File: config.mk
export PLATFORM = sky130hd
export DESIGN_NAME = dual_chamber_pace_scheduler
export DESIGN_NICKNAME = d
export VERILOG_FILES = /design/src/rtl/pacer_pkg.sv /design/src/rtl/pace_interval_timer.sv /design/src/rtl/dual_chamber_pace_scheduler.sv
export SDC_FILE = /design/constraint.sdc
export NUM_CORES = 1
export LEC_CHECK = 0
export BUFFER_PORTS_ARGS = -buffer_cell sky130_fd_sc_hd__clkbuf_2
export CAP_MARGIN = 30
export CORE_ASPECT_RATIO = 0.9
export CORE_MARGIN = 1.5
export CORE_UTILIZATION = 50
export DETAILED_ROUTE_END_ITERATION = 8
export GPL_ROUTABILITY_DRIVEN = 0
export HOLD_SLACK_MARGIN = 0.02
export PLACE_DENSITY = 0.81
export SETUP_SLACK_MARGIN = 0.4
export SLEW_MARGIN = 20
export SYNTH_ARGS = -nofsm -noshare
export SYNTH_HDL_FRONTEND = slang
export SYNTH_SLANG_ARGS = --single-unit
File: constraint.sdc
create_clock -name clk -period 4.3 [get_ports clk]
set_clock_uncertainty 0.15 [all_clocks]
set_input_delay 0.645 -clock clk [delete_from_list [all_inputs] [get_ports clk]]
set_output_delay 0.645 -clock clk [all_outputs]
set_load 0.05 [all_outputs]
File: src/rtl/pacer_pkg.sv
// Shared encodings for the dual-chamber pace scheduler: FSM states, pacing modes
// and interval register selects.
package pacer_pkg;

  typedef enum logic [2:0] {
    IDLE    = 3'd0,
    VRP     = 3'd1,
    VA_WAIT = 3'd2,
    A_PACE  = 3'd3,
    AV_WAIT = 3'd4,
    V_PACE  = 3'd5
  } pace_state_e;

  localparam logic [1:0] MODE_OFF = 2'b00;
  localparam logic [1:0] MODE_VVI = 2'b01;
  localparam logic [1:0] MODE_DDD = 2'b10;

  localparam logic [1:0] SEL_VAI = 2'd0;
  localparam logic [1:0] SEL_AVI = 2'd1;
  localparam logic [1:0] SEL_REF = 2'd2;
  localparam logic [1:0] SEL_PW  = 2'd3;

  // The reserved code 11 behaves exactly like OFF.
  function automatic logic mode_active(input logic [1:0] m);
    return (m == MODE_VVI) || (m == MODE_DDD);
  endfunction

endpackage

File: src/rtl/pace_interval_timer.sv
// Loadable down counter that times every interval of the pace scheduler.
// It holds at zero until the next load.
module pace_interval_timer #(
  parameter int TW = 8
) (
  input  logic          clk,
  input  logic          rst,
  input  logic          load,
  input  logic [TW-1:0] load_val,
  output logic          zero
);

  logic [TW-1:0] cnt_q, cnt_d;

  always_comb begin
    cnt_d = cnt_q;
    if (load) begin
      cnt_d = load_val;
    end else if (cnt_q != '0) begin
      cnt_d = cnt_q - TW'(1);
    end
  end

  always_ff @(posedge clk or posedge rst) begin
    if (rst) cnt_q <= '0;
    else     cnt_q <= cnt_d;
  end

  assign zero = (cnt_q == '0);

endmodule

File: src/rtl/dual_chamber_pace_scheduler.sv
// Dual-chamber pace scheduler: sequences atrial/ventricular pace pulses from
// sensed events with programmable VA, AV, refractory and pulse-width intervals.
//
// state   | meaning
// IDLE    | pacing off, outputs low
// VRP     | ventricular refractory, senses ignored, mode latched on exit
// VA_WAIT | waiting for a sense or VA expiry
// A_PACE  | atrial pace pulse (pa=1)
// AV_WAIT | waiting for ventricular sense or AV expiry
// V_PACE  | ventricular pace pulse (pv=1)
module dual_chamber_pace_scheduler
  import pacer_pkg::*;
#(
  parameter int TW      = 8,
  parameter int CW      = 8,
  parameter int VAI_DEF = 20,
  parameter int AVI_DEF = 6,
  parameter int REF_DEF = 8,
  parameter int PW_DEF  = 2
) (
  input  logic          clk,
  input  logic          rst,
  input  logic [1:0]    mode,
  input  logic          sa,
  input  logic          sv,
  input  logic          cfg_we,
  input  logic [1:0]    cfg_sel,
  input  logic [TW-1:0] cfg_data,
  output logic          pa,
  output logic          pv,
  output logic [2:0]    state_o,
  output logic [CW-1:0] a_pace_cnt,
  output logic [CW-1:0] v_pace_cnt
);

  pace_state_e   state_q, state_d;
  logic [1:0]    mode_q, mode_d;
  logic [TW-1:0] vai_q, vai_d, avi_q, avi_d, ref_q, ref_d, pw_q, pw_d;
  logic [TW-1:0] wr_val, ivl, load_val;
  logic [CW-1:0] a_cnt_q, a_cnt_d, v_cnt_q, v_cnt_d;
  logic          pa_q, pv_q, load, zero;

  pace_interval_timer #(.TW(TW)) u_timer (
    .clk      (clk),
    .rst      (rst),
    .load     (load),
    .load_val (load_val),
    .zero     (zero)
  );

  // A zero interval would never expire cleanly, so it is stored as 1.
  always_comb begin
    wr_val = (cfg_data == '0) ? TW'(1) : cfg_data;
    vai_d  = vai_q;
    avi_d  = avi_q;
    ref_d  = ref_q;
    pw_d   = pw_q;
    if (cfg_we) begin
      case (cfg_sel)
        SEL_VAI: vai_d = wr_val;
        SEL_AVI: avi_d = wr_val;
        SEL_REF: ref_d = wr_val;
        SEL_PW:  pw_d  = wr_val;
        default: ;
      endcase
    end
  end

  always_comb begin
    state_d = state_q;
    mode_d  = mode_q;
    if (!mode_active(mode)) begin
      state_d = IDLE;
    end else begin
      case (state_q)
        IDLE:    state_d = VRP;
        VRP:     if (zero) begin
                   state_d = VA_WAIT;
                   mode_d  = mode;
                 end
        VA_WAIT: if (sv)                            state_d = VRP;
                 else if (sa && mode_q == MODE_DDD) state_d = AV_WAIT;
                 else if (zero) state_d = (mode_q == MODE_DDD) ? A_PACE : V_PACE;
        A_PACE:  if (zero) state_d = AV_WAIT;
        AV_WAIT: if (sv)        state_d = VRP;
                 else if (zero) state_d = V_PACE;
        V_PACE:  if (zero) state_d = VRP;
        default: state_d = IDLE;
      endcase
    end

    // Every transition into a timed state reloads the timer with N-1.
    case (state_d)
      VRP:            ivl = ref_q;
      VA_WAIT:        ivl = vai_q;
      AV_WAIT:        ivl = avi_q;
      A_PACE, V_PACE: ivl = pw_q;
      default:        ivl = TW'(1);
    endcase
    load     = (state_d != state_q) && (state_d != IDLE);
    load_val = ivl - TW'(1);

    a_cnt_d = a_cnt_q;
    v_cnt_d = v_cnt_q;
    if (state_d == A_PACE && state_q != A_PACE && a_cnt_q != '1) a_cnt_d = a_cnt_q + CW'(1);
    if (state_d == V_PACE && state_q != V_PACE && v_cnt_q != '1) v_cnt_d = v_cnt_q + CW'(1);
  end

  always_ff @(posedge clk or posedge rst) begin
    if (rst) begin
      state_q <= IDLE;
      mode_q  <= MODE_OFF;
      vai_q   <= TW'(VAI_DEF);
      avi_q   <= TW'(AVI_DEF);
      ref_q   <= TW'(REF_DEF);
      pw_q    <= TW'(PW_DEF);
      a_cnt_q <= '0;
      v_cnt_q <= '0;
      pa_q    <= 1'b0;
      pv_q    <= 1'b0;
    end else begin
      state_q <= state_d;
      mode_q  <= mode_d;
      vai_q   <= vai_d;
      avi_q   <= avi_d;
      ref_q   <= ref_d;
      pw_q    <= pw_d;
      a_cnt_q <= a_cnt_d;
      v_cnt_q <= v_cnt_d;
      pa_q    <= (state_d == A_PACE);
      pv_q    <= (state_d == V_PACE);
    end
  end

  assign pa         = pa_q;
  assign pv         = pv_q;
  assign state_o    = state_q;
  assign a_pace_cnt = a_cnt_q;
  assign v_pace_cnt = v_cnt_q;

endmodule

After elaboration in Yosys (flattened, before gate mapping)
Cells that the tools add are included.
{"block": "word_totals", "ramBits": 0, "memories": 0, "mem_bits_ro": 0, "register_bits": 63, "latch_bits": 0}
{"block": "classes", "mul": 0, "n_addsub": 4, "n_div": 0, "n_bitwise": 0, "n_shift": 0, "n_lt_le_gt_ge": 0, "eq_ne": 21, "n_reduce_logical": 20, "n_mux": 15}
{"operator": "$pmux W8 S4", "count": 1}
{"operator": "$mux W3", "count": 10}
{"operator": "$mux W8", "count": 3}
{"operator": "$pmux W3 S6", "count": 1}
{"operator": "$add A8 B1 Y8 const B", "count": 2}
{"operator": "$logic_not A8 Y1", "count": 2}
{"operator": "$ne A8 B8 Y1 const B", "count": 2}
{"operator": "$sub A8 B1 Y8 const B", "count": 2}
{"operator": "$eq A3 B2 Y1 const B", "count": 4}
{"operator": "$eq A3 B3 Y1 const B", "count": 4}
{"operator": "$eq A2 B2 Y1 const B", "count": 4}
{"operator": "$reduce_and A2 Y1", "count": 4}
{"operator": "$reduce_bool A8 Y1", "count": 1}
{"operator": "$eq A3 B1 Y1 const B", "count": 2}
{"operator": "$logic_and A1 B1 Y1", "count": 6}
{"operator": "$eq A2 B1 Y1 const B", "count": 2}
{"operator": "$logic_not A3 Y1", "count": 1}
{"operator": "$ne A3 B2 Y1 const B", "count": 1}
{"operator": "$ne A3 B3 Y1", "count": 1}
{"operator": "$ne A3 B3 Y1 const B", "count": 1}
{"operator": "$reduce_and A3 Y1", "count": 1}
{"operator": "$reduce_bool A3 Y1", "count": 1}
{"operator": "$logic_not A2 Y1", "count": 1}
{"operator": "$reduce_bool A2 Y1", "count": 1}
{"operator": "2 further kinds", "count": 2}

Logic depth before layout (Yosys ltp)
Gate-level depths: netlist of run 1.
{"block": "logic_depth", "depth_word": 12, "depth_mapped": 14}

Modules after synthesis
Synthesis of run 1 repeated with hierarchy kept, for this count alone.
{"block": "unflattened", "hier_cells": 307, "area_unflattened_um2": 3448.3}
{"module": "dual_chamber_pace_scheduler", "cells_each": 251, "instances": 1, "area_each_um2": 2951.6}
{"module": "pace_interval_timer", "cells_each": 56, "instances": 1, "area_each_um2": 496.7}

Worst setup path before layout of run 1
Ideal clock, no wire load.
{"block": "synth_path", "kind": "reg-to-reg", "start": "register state_q[2], in the netlist state_o[2]", "end": "register u_timer.cnt_q[6]", "t_required_ns": 4.073, "path_stages_with_launch": 14, "setup_time_ns": 0.077, "setup_slack_ns": 0.963, "t_arrival_ns": 3.110, "path_cell_list": "dfrtp_1 buf_2 nand3b_1 o311ai_2 a211o_2 nor3_2 nand3_1 a32oi_1 inv_1 ha_1 inv_1 a221oi_2 a31o_2 a21oi_1"}
{"block": "synth_via", "elab_chain_cells": 10, "elab_cells_between_ends": 29}
{"element": "start: declaration", "line_no": "dual_chamber_pace_scheduler.sv:36", "text": "pace_state_e state_q, state_d;"}
{"element": "start signal: assignment", "line_no": "dual_chamber_pace_scheduler.sv:122", "text": "state_q <= state_d;"}
{"element": "$mux W3", "line_no": "dual_chamber_pace_scheduler.sv:83", "text": "else if (zero) state_d = (mode_q == MODE_DDD) ? A_PACE : V_PACE;"}
{"element": "$mux W3", "line_no": "dual_chamber_pace_scheduler.sv:82", "text": "else if (sa && mode_q == MODE_DDD) state_d = AV_WAIT;"}
{"element": "$mux W3", "line_no": "dual_chamber_pace_scheduler.sv:81", "text": "VA_WAIT: if (sv) state_d = VRP;"}
{"element": "$pmux W3 S6", "line_no": "dual_chamber_pace_scheduler.sv:75", "text": "case (state_q)"}
{"element": "$mux W3", "line_no": "dual_chamber_pace_scheduler.sv:72", "text": "if (!mode_active(mode)) begin"}
{"element": "$eq A3 B2 Y1 or $eq A3 B3 Y1 (tied branches)", "line_no": "dual_chamber_pace_scheduler.sv:93", "text": "case (state_d)"}
{"element": "$reduce_or A2 Y1", "line_no": "dual_chamber_pace_scheduler.sv:93"}
{"element": "$pmux W8 S4", "line_no": "dual_chamber_pace_scheduler.sv:93"}
{"element": "$sub A8 B1 Y8", "line_no": "dual_chamber_pace_scheduler.sv:101", "text": "load_val = ivl - TW'(1);"}
{"element": "$mux W8", "line_no": "pace_interval_timer.sv:17", "text": "if (load) begin"}
{"element": "end signal: assignment", "line_no": "pace_interval_timer.sv:26", "text": "else cnt_q <= cnt_d;"}
{"element": "end: declaration", "line_no": "pace_interval_timer.sv:13", "text": "logic [TW-1:0] cnt_q, cnt_d;"}
Parallel ways exist; a longest one is shown, timed or not.
A chain may end at the register's enable or synchronous reset.

Worst setup path in the final report of run 1
{"block": "layout_path", "start": "register u_timer.cnt_q[4]", "end": "register u_timer.cnt_q[6]"}
{"block": "layout_via", "elab_chain_cells": 11, "elab_cells_between_ends": 27}
{"element": "$logic_not A8 Y1", "line_no": "pace_interval_timer.sv:29", "text": "assign zero = (cnt_q == '0);"}
{"element": "$mux W3", "line_no": "dual_chamber_pace_scheduler.sv:83"}
{"element": "$mux W3", "line_no": "dual_chamber_pace_scheduler.sv:82"}
{"element": "$mux W3", "line_no": "dual_chamber_pace_scheduler.sv:81"}
{"element": "$pmux W3 S6", "line_no": "dual_chamber_pace_scheduler.sv:75"}
{"element": "$mux W3", "line_no": "dual_chamber_pace_scheduler.sv:72"}
{"element": "$eq A3 B2 Y1 or $eq A3 B3 Y1 (tied branches)", "line_no": "dual_chamber_pace_scheduler.sv:93"}
{"element": "$reduce_or A2 Y1", "line_no": "dual_chamber_pace_scheduler.sv:93"}
{"element": "$pmux W8 S4", "line_no": "dual_chamber_pace_scheduler.sv:93"}
{"element": "$sub A8 B1 Y8", "line_no": "dual_chamber_pace_scheduler.sv:101"}
{"element": "$mux W8", "line_no": "pace_interval_timer.sv:17"}
Parallel ways exist; a longest one is shown, timed or not. The select of a mux whose other input is x is not followed.

==> results of run 1 <==
-- kinds of logic after synthesis --
kind of cell | Yosys count
AND/OR/NAND/NOR | 103
AO/OA/AOI/OAI | 63
flip-flops | 63
multiplexers | 33
XOR/XNOR | 19
buffers and inverters | 12
adder cells (fa/ha/maj) | 3
-- power by group --
part / switching [mW] / internal, mW
combinational: 0.215 / 0.154
clock: 0.234 / 0.242
sequential: 0.0833 / 0.703
-- metrics by stage --
step | hold slack [ns] | setup WS [ns] | cells | utilization
after detailed placement | 0.338 | 0.713 | 421 | 0.557
after global placement | 0.312 | 0.796 | 421 | 0.557
after global routing | 0.321 | 0.430 | 437 | 0.585
after floorplan | 0.299 | 0.963 | 296 | -
final | 0.269 | 0.725 | 437 | 0.585
after CTS | 0.288 | 0.755 | 437 | 0.585
-- metal layers --
layer  global-route usage  share of wire
met5                    0              0
met4               0.0692          0.011
met3               0.0719          0.051
met2                0.312           0.46
met1                0.321           0.48
-- placed cells by master, fill, tap and decap left out, types with 4 or more instances in the layout --
cell type   n
a21oi_1    10
a32oi_1     8
and3_1      5
clkbuf_2   37
clkbuf_8   11
dfrtp_1    57
dfstp_2     6
inv_1       6
mux2_2     31
nand2_1    20
nand2b_1   10
nand3_1    17
nand3b_1    4
nand4_1    10
nor2_1     15
o21ai_0    10
xnor2_1     9
xor2_1      9
-- registers in the layout (all words and copies together) (netlist names) --
signal	flops
mode_q	2
avi_q	8
ref_q	8
u_timer.cnt_q	8
state_o	3
vai_q	8
v_pace_cnt	8
pw_q	8
pv	1
a_pace_cnt	8
pa	1
-- final cells by class --
class	instances	area [µm²]
inverters	7	26.3
multi-input cells	221	1700
fillers	566	2700
clock buffers	12	155
well taps	90	113
clock inverters	4	28.8
repair buffers	40	208
flip-flops and latches	63	1580
-- how the worst min path moves through the flow --
stage / start / to / slack (ns) / cells after the start
2_1_floorplan: pw_q[0]$_DFFE_PP0P_ / pw_q[0]$_DFFE_PP0P_ / 0.30 / 2
3_3_place_gp: pw_q[0]$_DFFE_PP0P_ / pw_q[0]$_DFFE_PP0P_ / 0.31 / 2
3_5_place_dp: ref_q[0]$_DFFE_PP0P_ / ref_q[0]$_DFFE_PP0P_ / 0.34 / 2
4_1_cts: rst / a_pace_cnt[0]$_DFFE_PP0P_ / 0.29 / 2
5_1_grt: rst / a_pace_cnt[0]$_DFFE_PP0P_ / 0.32 / 2
6_report: rst / a_pace_cnt[0]$_DFFE_PP0P_ / 0.27 / 2
==> flow_metrics.env, run 1 <==
export IMPL_fp_dieH_um=80.5
export IMPL_syn_area_per_cell_um2=11.3
export IMPL_cp_end_kind="flip-flop"
export IMPL_setup_tns_final_ns=0
export IMPL_ys_types=60
export IMPL_yosys_top_cells_area="dfrtp_1 43%, mux2_2 10%, dfstp_2 4.7%"
export IMPL_wl_per_cell_um=16.4
export IMPL_totalWireLength_um=7150
export IMPL_cts_sinks=63
export IMPL_cts_root_buf="clkbuf_8"
export IMPL_dp_hpwl_um=5230
export IMPL_synth_edf_count=0
export IMPL_grt_first_pass_wirelength_um=11900
export IMPL_cts_setup_buffers=0
export IMPL_relSlewSlack=0.487
export IMPL_drt_pass1_iter_count=4
export IMPL_drtIter0Drc=127
export IMPL_synth_area_um2=3330
export IMPL_setup_viol=0
export IMPL_num_antenna_cells=0
export IMPL_ant_nets=0
export IMPL_ios=38
export IMPL_avgViaCountPerCell=5.85
export IMPL_slowest_delay_ns=0.60
export IMPL_crit_type="reg2reg"
export IMPL_syn_inst=296
export IMPL_required_ns=4.42
export IMPL_drc=0
export IMPL_synth_top_family_by_area="simple AND/OR/NAND/NOR gates"
export IMPL_design_area_um2=3810
export IMPL_fp_dieArea_um2=7170
export IMPL_ys_ff_latch=63
export IMPL_total_power_mw=1.63
export IMPL_tightest_slew_ns=0.769
export IMPL_cts_hold_buf=0
export IMPL_outcome="finished clean"
export IMPL_finalCritPeriodShare=0.831
export IMPL_yosysTopAreaCellShare=0.428
export IMPL_start_kind="flip-flop"
export IMPL_antenna_found_initial=0
export IMPL_p_leak_nw=1.69
export IMPL_slew_violations=0
export IMPL_grtUsageTotal=0.221
export IMPL_numPortBuffers=37
export IMPL_rsz0062_at_grt="no"
export IMPL_grt_max_degree=39
export IMPL_synthMuxAreaShare=0.111
export IMPL_clock_fmax_mhz=280
export IMPL_cp_depth=12
export IMPL_ys_warn_count=0
export IMPL_p_per_area_nw_per_um2=428
export IMPL_crit_end="u_timer.cnt_q[6]$_DFFE_PP0P_"
export IMPL_peakVddDrop_mv=0.271
export IMPL_rows=28
export IMPL_synthTopCellsByCount="57 x dfrtp_1, 31 x mux2_2, 20 x nand2_1, 17 x nand3_1, 15 x nor2_1"
export IMPL_cp_max_fo=7
export IMPL_synthAdderAreaFrac=0.0113
export IMPL_cp_num_buf_inv=2
export IMPL_startpoint="u_timer.cnt_q[4]$_DFFE_PP0P_"
export IMPL_cts_resized=0
export IMPL_drive_above_1_share=0.340
export IMPL_cp_arrival_ns=3.70
export IMPL_yosysMostFrequentCell="dfrtp_1"
export IMPL_hold_class="in2async"
export IMPL_clock_latency_ns=0.34
export IMPL_syn2layout_area_growth_pct=14.5
export IMPL_cap_violations=0
export IMPL_async_reset_ff_frac=1.00
export IMPL_r2r_slack_ns=0.73
export IMPL_yosysTopAreaCell="dfrtp_1"
export IMPL_htreeDepth=3
export IMPL_chipWidth_um=89.1
export IMPL_fin_nets=362
export IMPL_grt_pass1_vias=2433
export IMPL_path_cells="nor4_2, a221oi_2, a211o_2, nor3_2, nand3_1, a32oi_1, inv_1, ha_1, inv_1, a221oi_2, a31o_2, a21oi_1"
export IMPL_reg2reg_depth=12
export IMPL_critPathTopFamily="compound AO/OA/AOI/OAI gates"
export IMPL_ys_flop_type="dfrtp_1"
export IMPL_cpMaxStageDelayCell="nor4_2"
export IMPL_cts_buffers=9
export IMPL_clock_path_buffers=2
export IMPL_gr_total_overflow=0
export IMPL_cts_tree="built"
export IMPL_postSynthNetCount=316
export IMPL_start_util=0.512
export IMPL_ys_seq_area_frac=0.475
export IMPL_worstReg2RegEnd="u_timer.cnt_q[6]$_DFFE_PP0P_"
export IMPL_r2r_start="u_timer.cnt_q[4]$_DFFE_PP0P_"
export IMPL_place_area_um2=3630
export IMPL_synth_compound_area_share=0.159
export IMPL_path_clk_slew_ns=0.07
export IMPL_finalHoldViolations=0
export IMPL_synth_xor_area_frac=0.0522
export IMPL_min_period_ns=3.57
export IMPL_core_area_um2=6520
export IMPL_synthSimpleGateAreaFrac=0.177
export IMPL_vias=2557
(Power assumes the default switching activity.)
==> run 2, diff against run 1 <==
- PLACE_DENSITY: 0.81 -> 0.84
- clock period: 4.3 -> 3.2 ns (I/O delays scaled with it)
==> run 2 against run 1 <==
Net effect: core utilization up 7.3 points; cell count up 6.2%; sequential cell count unchanged; first-iteration DRC count up 69%; critical path depth up 1; sequential power up 36%; hold slack worse by 0.035 ns; highest routed layer unchanged.
==> flow_metrics.env, run 2 (synthesized netlist as in run 1, its figures left out) <==
export IMPL_outcome="finished clean"
export IMPL_path_clk_slew_ns=0.07
export IMPL_totalWireLength_um=8380
export IMPL_drc=0
export IMPL_use_met2=0.380
export IMPL_top_usage_layer="met2"
export IMPL_chipWidth_um=89.1
export IMPL_rsz0062_at_grt="yes"
export IMPL_antenna_found_initial=0
export IMPL_drtIter0Drc=214
export IMPL_vias=2785
export IMPL_slowest_delay_ns=0.43
export IMPL_num_antenna_cells=0
export IMPL_setup_viol=0
export IMPL_peakVddDrop_mv=0.601
export IMPL_min_period_ns=3.10
export IMPL_wl_per_cell_um=18.1
export IMPL_relSlewSlack=0.617
export IMPL_syn2layout_area_growth_pct=28.7
export IMPL_htreeDepth=3
export IMPL_r2r_start="u_timer.cnt_q[0]$_DFFE_PP0P_"
export IMPL_cts_tree="built"
export IMPL_cts_root_buf="clkbuf_8"
export IMPL_dp_hpwl_um=5700
export IMPL_hold_class="in2reg"
export IMPL_rows=28
export IMPL_fp_dieH_um=80.5
export IMPL_cts_buffers=9
export IMPL_gr_usage_met3=0.0750
export IMPL_total_power_mw=2.50
export IMPL_cap_violations=0
export IMPL_cp_depth=13
export IMPL_final_cell_mix="53 x dfrtp_1, 37 x clkbuf_2, 31 x mux2_2"
export IMPL_final_common_cell="dfrtp_1"
export IMPL_place_area_um2=3860
export IMPL_reg2reg_depth=13
export IMPL_hold_path_depth=2
export IMPL_fin_nets=389
export IMPL_clock_fmax_mhz=323
export IMPL_hp_start="mode[1]"
export IMPL_grt_max_degree=25
export IMPL_fp_dieArea_um2=7170
export IMPL_area_sequential_um2=1590
export IMPL_cp_arrival_ns=3.22
export IMPL_path_cells="nor4_4, buf_4, and3_4, o32a_1, nand2_2, a221oi_2, a32oi_2, inv_1, ha_2, inv_2, a221oi_4, nand4_1, a21oi_2"
export IMPL_r2r_slack_ns=0.10
export IMPL_ios=38
export IMPL_fill_cells=476
export IMPL_whs_ns=0.234
export IMPL_p_per_area_nw_per_um2=582
export IMPL_tightest_slew_ns=0.573
export IMPL_core_area_um2=6520
export IMPL_multi_input_area_um2=1920
export IMPL_numPortBuffers=37
export IMPL_clock_latency_ns=0.35
export IMPL_avgViaCountPerCell=6.00
export IMPL_slew_violations=0
export IMPL_finalHoldViolations=0
export IMPL_setup_tns_final_ns=0
export IMPL_required_ns=3.33
export IMPL_worstReg2RegEnd="u_timer.cnt_q[6]$_DFFE_PP0P_"
export IMPL_grt_first_pass_wirelength_um=13000
export IMPL_grt_pass1_vias=2658
export IMPL_start_kind="flip-flop"
export IMPL_cp_end_kind="flip-flop"
export IMPL_gr_usage_met1=0.324
export IMPL_critPathTopFamily="compound AO/OA/AOI/OAI gates"
export IMPL_cp_num_buf_inv=3
export IMPL_drive_above_1_share=0.473
export IMPL_finalCritPeriodShare=0.968
export IMPL_gr_total_overflow=0
export IMPL_design_area_um2=4290
export IMPL_final_cells=464
export IMPL_cp_max_fo=4
export IMPL_grtUsageTotal=0.244
export IMPL_placed_cells=437
export IMPL_cpMaxStageDelayCell="dfrtp_1"
export IMPL_worstHoldEndpoint="mode_q[0]$_DFFE_PP0P_"
export IMPL_start_util=0.512
export IMPL_clock_path_buffers=2
export IMPL_drt_pass1_iter_count=4
export IMPL_crit_type="reg2reg"
export IMPL_p_leak_nw=1.93
export IMPL_cts_sinks=63
export IMPL_ant_nets=0
-- run 2: cell count changes in the layout (fill, tap and decap cells not counted), sizes merged --
cell and delta:
buf +26, bufinv +2, inv +1, clkinvlp -1, dlygate4sd3 +1, clkbuf -2
-- run 2: power by group --
group	switching [mW]	internal [mW]	leakage, nW	total [mW]
clock network	0.334	0.464	0.113	0.798
registers	0.125	0.945	0.780	1.07
logic	0.344	0.283	1.04	0.627
-- run 2: worst reg2reg max path: stages, from the launching register on --
cell and delay, ns:
dfrtp_1 0.43, nor4_4 0.39, buf_4 0.21, and3_4 0.19, o32a_1 0.25, nand2_2 0.14, a221oi_2 0.27, a32oi_2 0.14
inv_1 0.07, ha_2 0.16, inv_2 0.05, a221oi_4 0.22, nand4_1 0.18, a21oi_2 0.17
-- run 2: through the flow --
| step | util | setup WS, ns |
|---|---|---|
| global placement | 0.592 | 0.108 |
| finish | 0.658 | 0.104 |
| detailed placement | 0.592 | 0.0415 |
| floorplan | - | 0.216 |
| CTS | 0.641 | 0.169 |
| global route | 0.658 | -0.0657 |
-- run 2: repair_timing --
item,4_1_cts,5_1_grt
hold buffers,1,0
endpoints found under the hold margin,20,0
setup buffers,7,3
setup endpoints to repair,14,21
pin swaps,14,7
gates resized for setup,7,19
-- run 2: metal layers --
layer | routed length (µm) | up-vias
met2 | 4140 | 88
met3 | 465 | 15
met4 | 121 | 0
met5 | 0 | -
met1 | 3650 | 1411
li1 | - | 1271
-- run 2: area by class of cell --
cell class                 count  share of cell area
tap                           90              0.0262
clock inverter                 6              0.0210
sequential                    63               0.370
multi-input combinational    221               0.447
timing repair buffer          67              0.0971
clock buffer                  10              0.0321
inverter                       7             0.00612
-- run 2: how the worst max path moves through the flow --
stage	slack, ns	from	end
after floorplan	0.22	u_timer.cnt_q[3]$_DFFE_PP0P_	u_timer.cnt_q[6]$_DFFE_PP0P_
after global placement	0.11	sv	u_timer.cnt_q[6]$_DFFE_PP0P_
after detailed placement	0.04	sv	u_timer.cnt_q[6]$_DFFE_PP0P_
after CTS	0.17	u_timer.cnt_q[5]$_DFFE_PP0P_	u_timer.cnt_q[7]$_DFFE_PP0P_
after global routing	-0.07	u_timer.cnt_q[5]$_DFFE_PP0P_	u_timer.cnt_q[5]$_DFFE_PP0P_
final	0.10	u_timer.cnt_q[0]$_DFFE_PP0P_	u_timer.cnt_q[6]$_DFFE_PP0P_
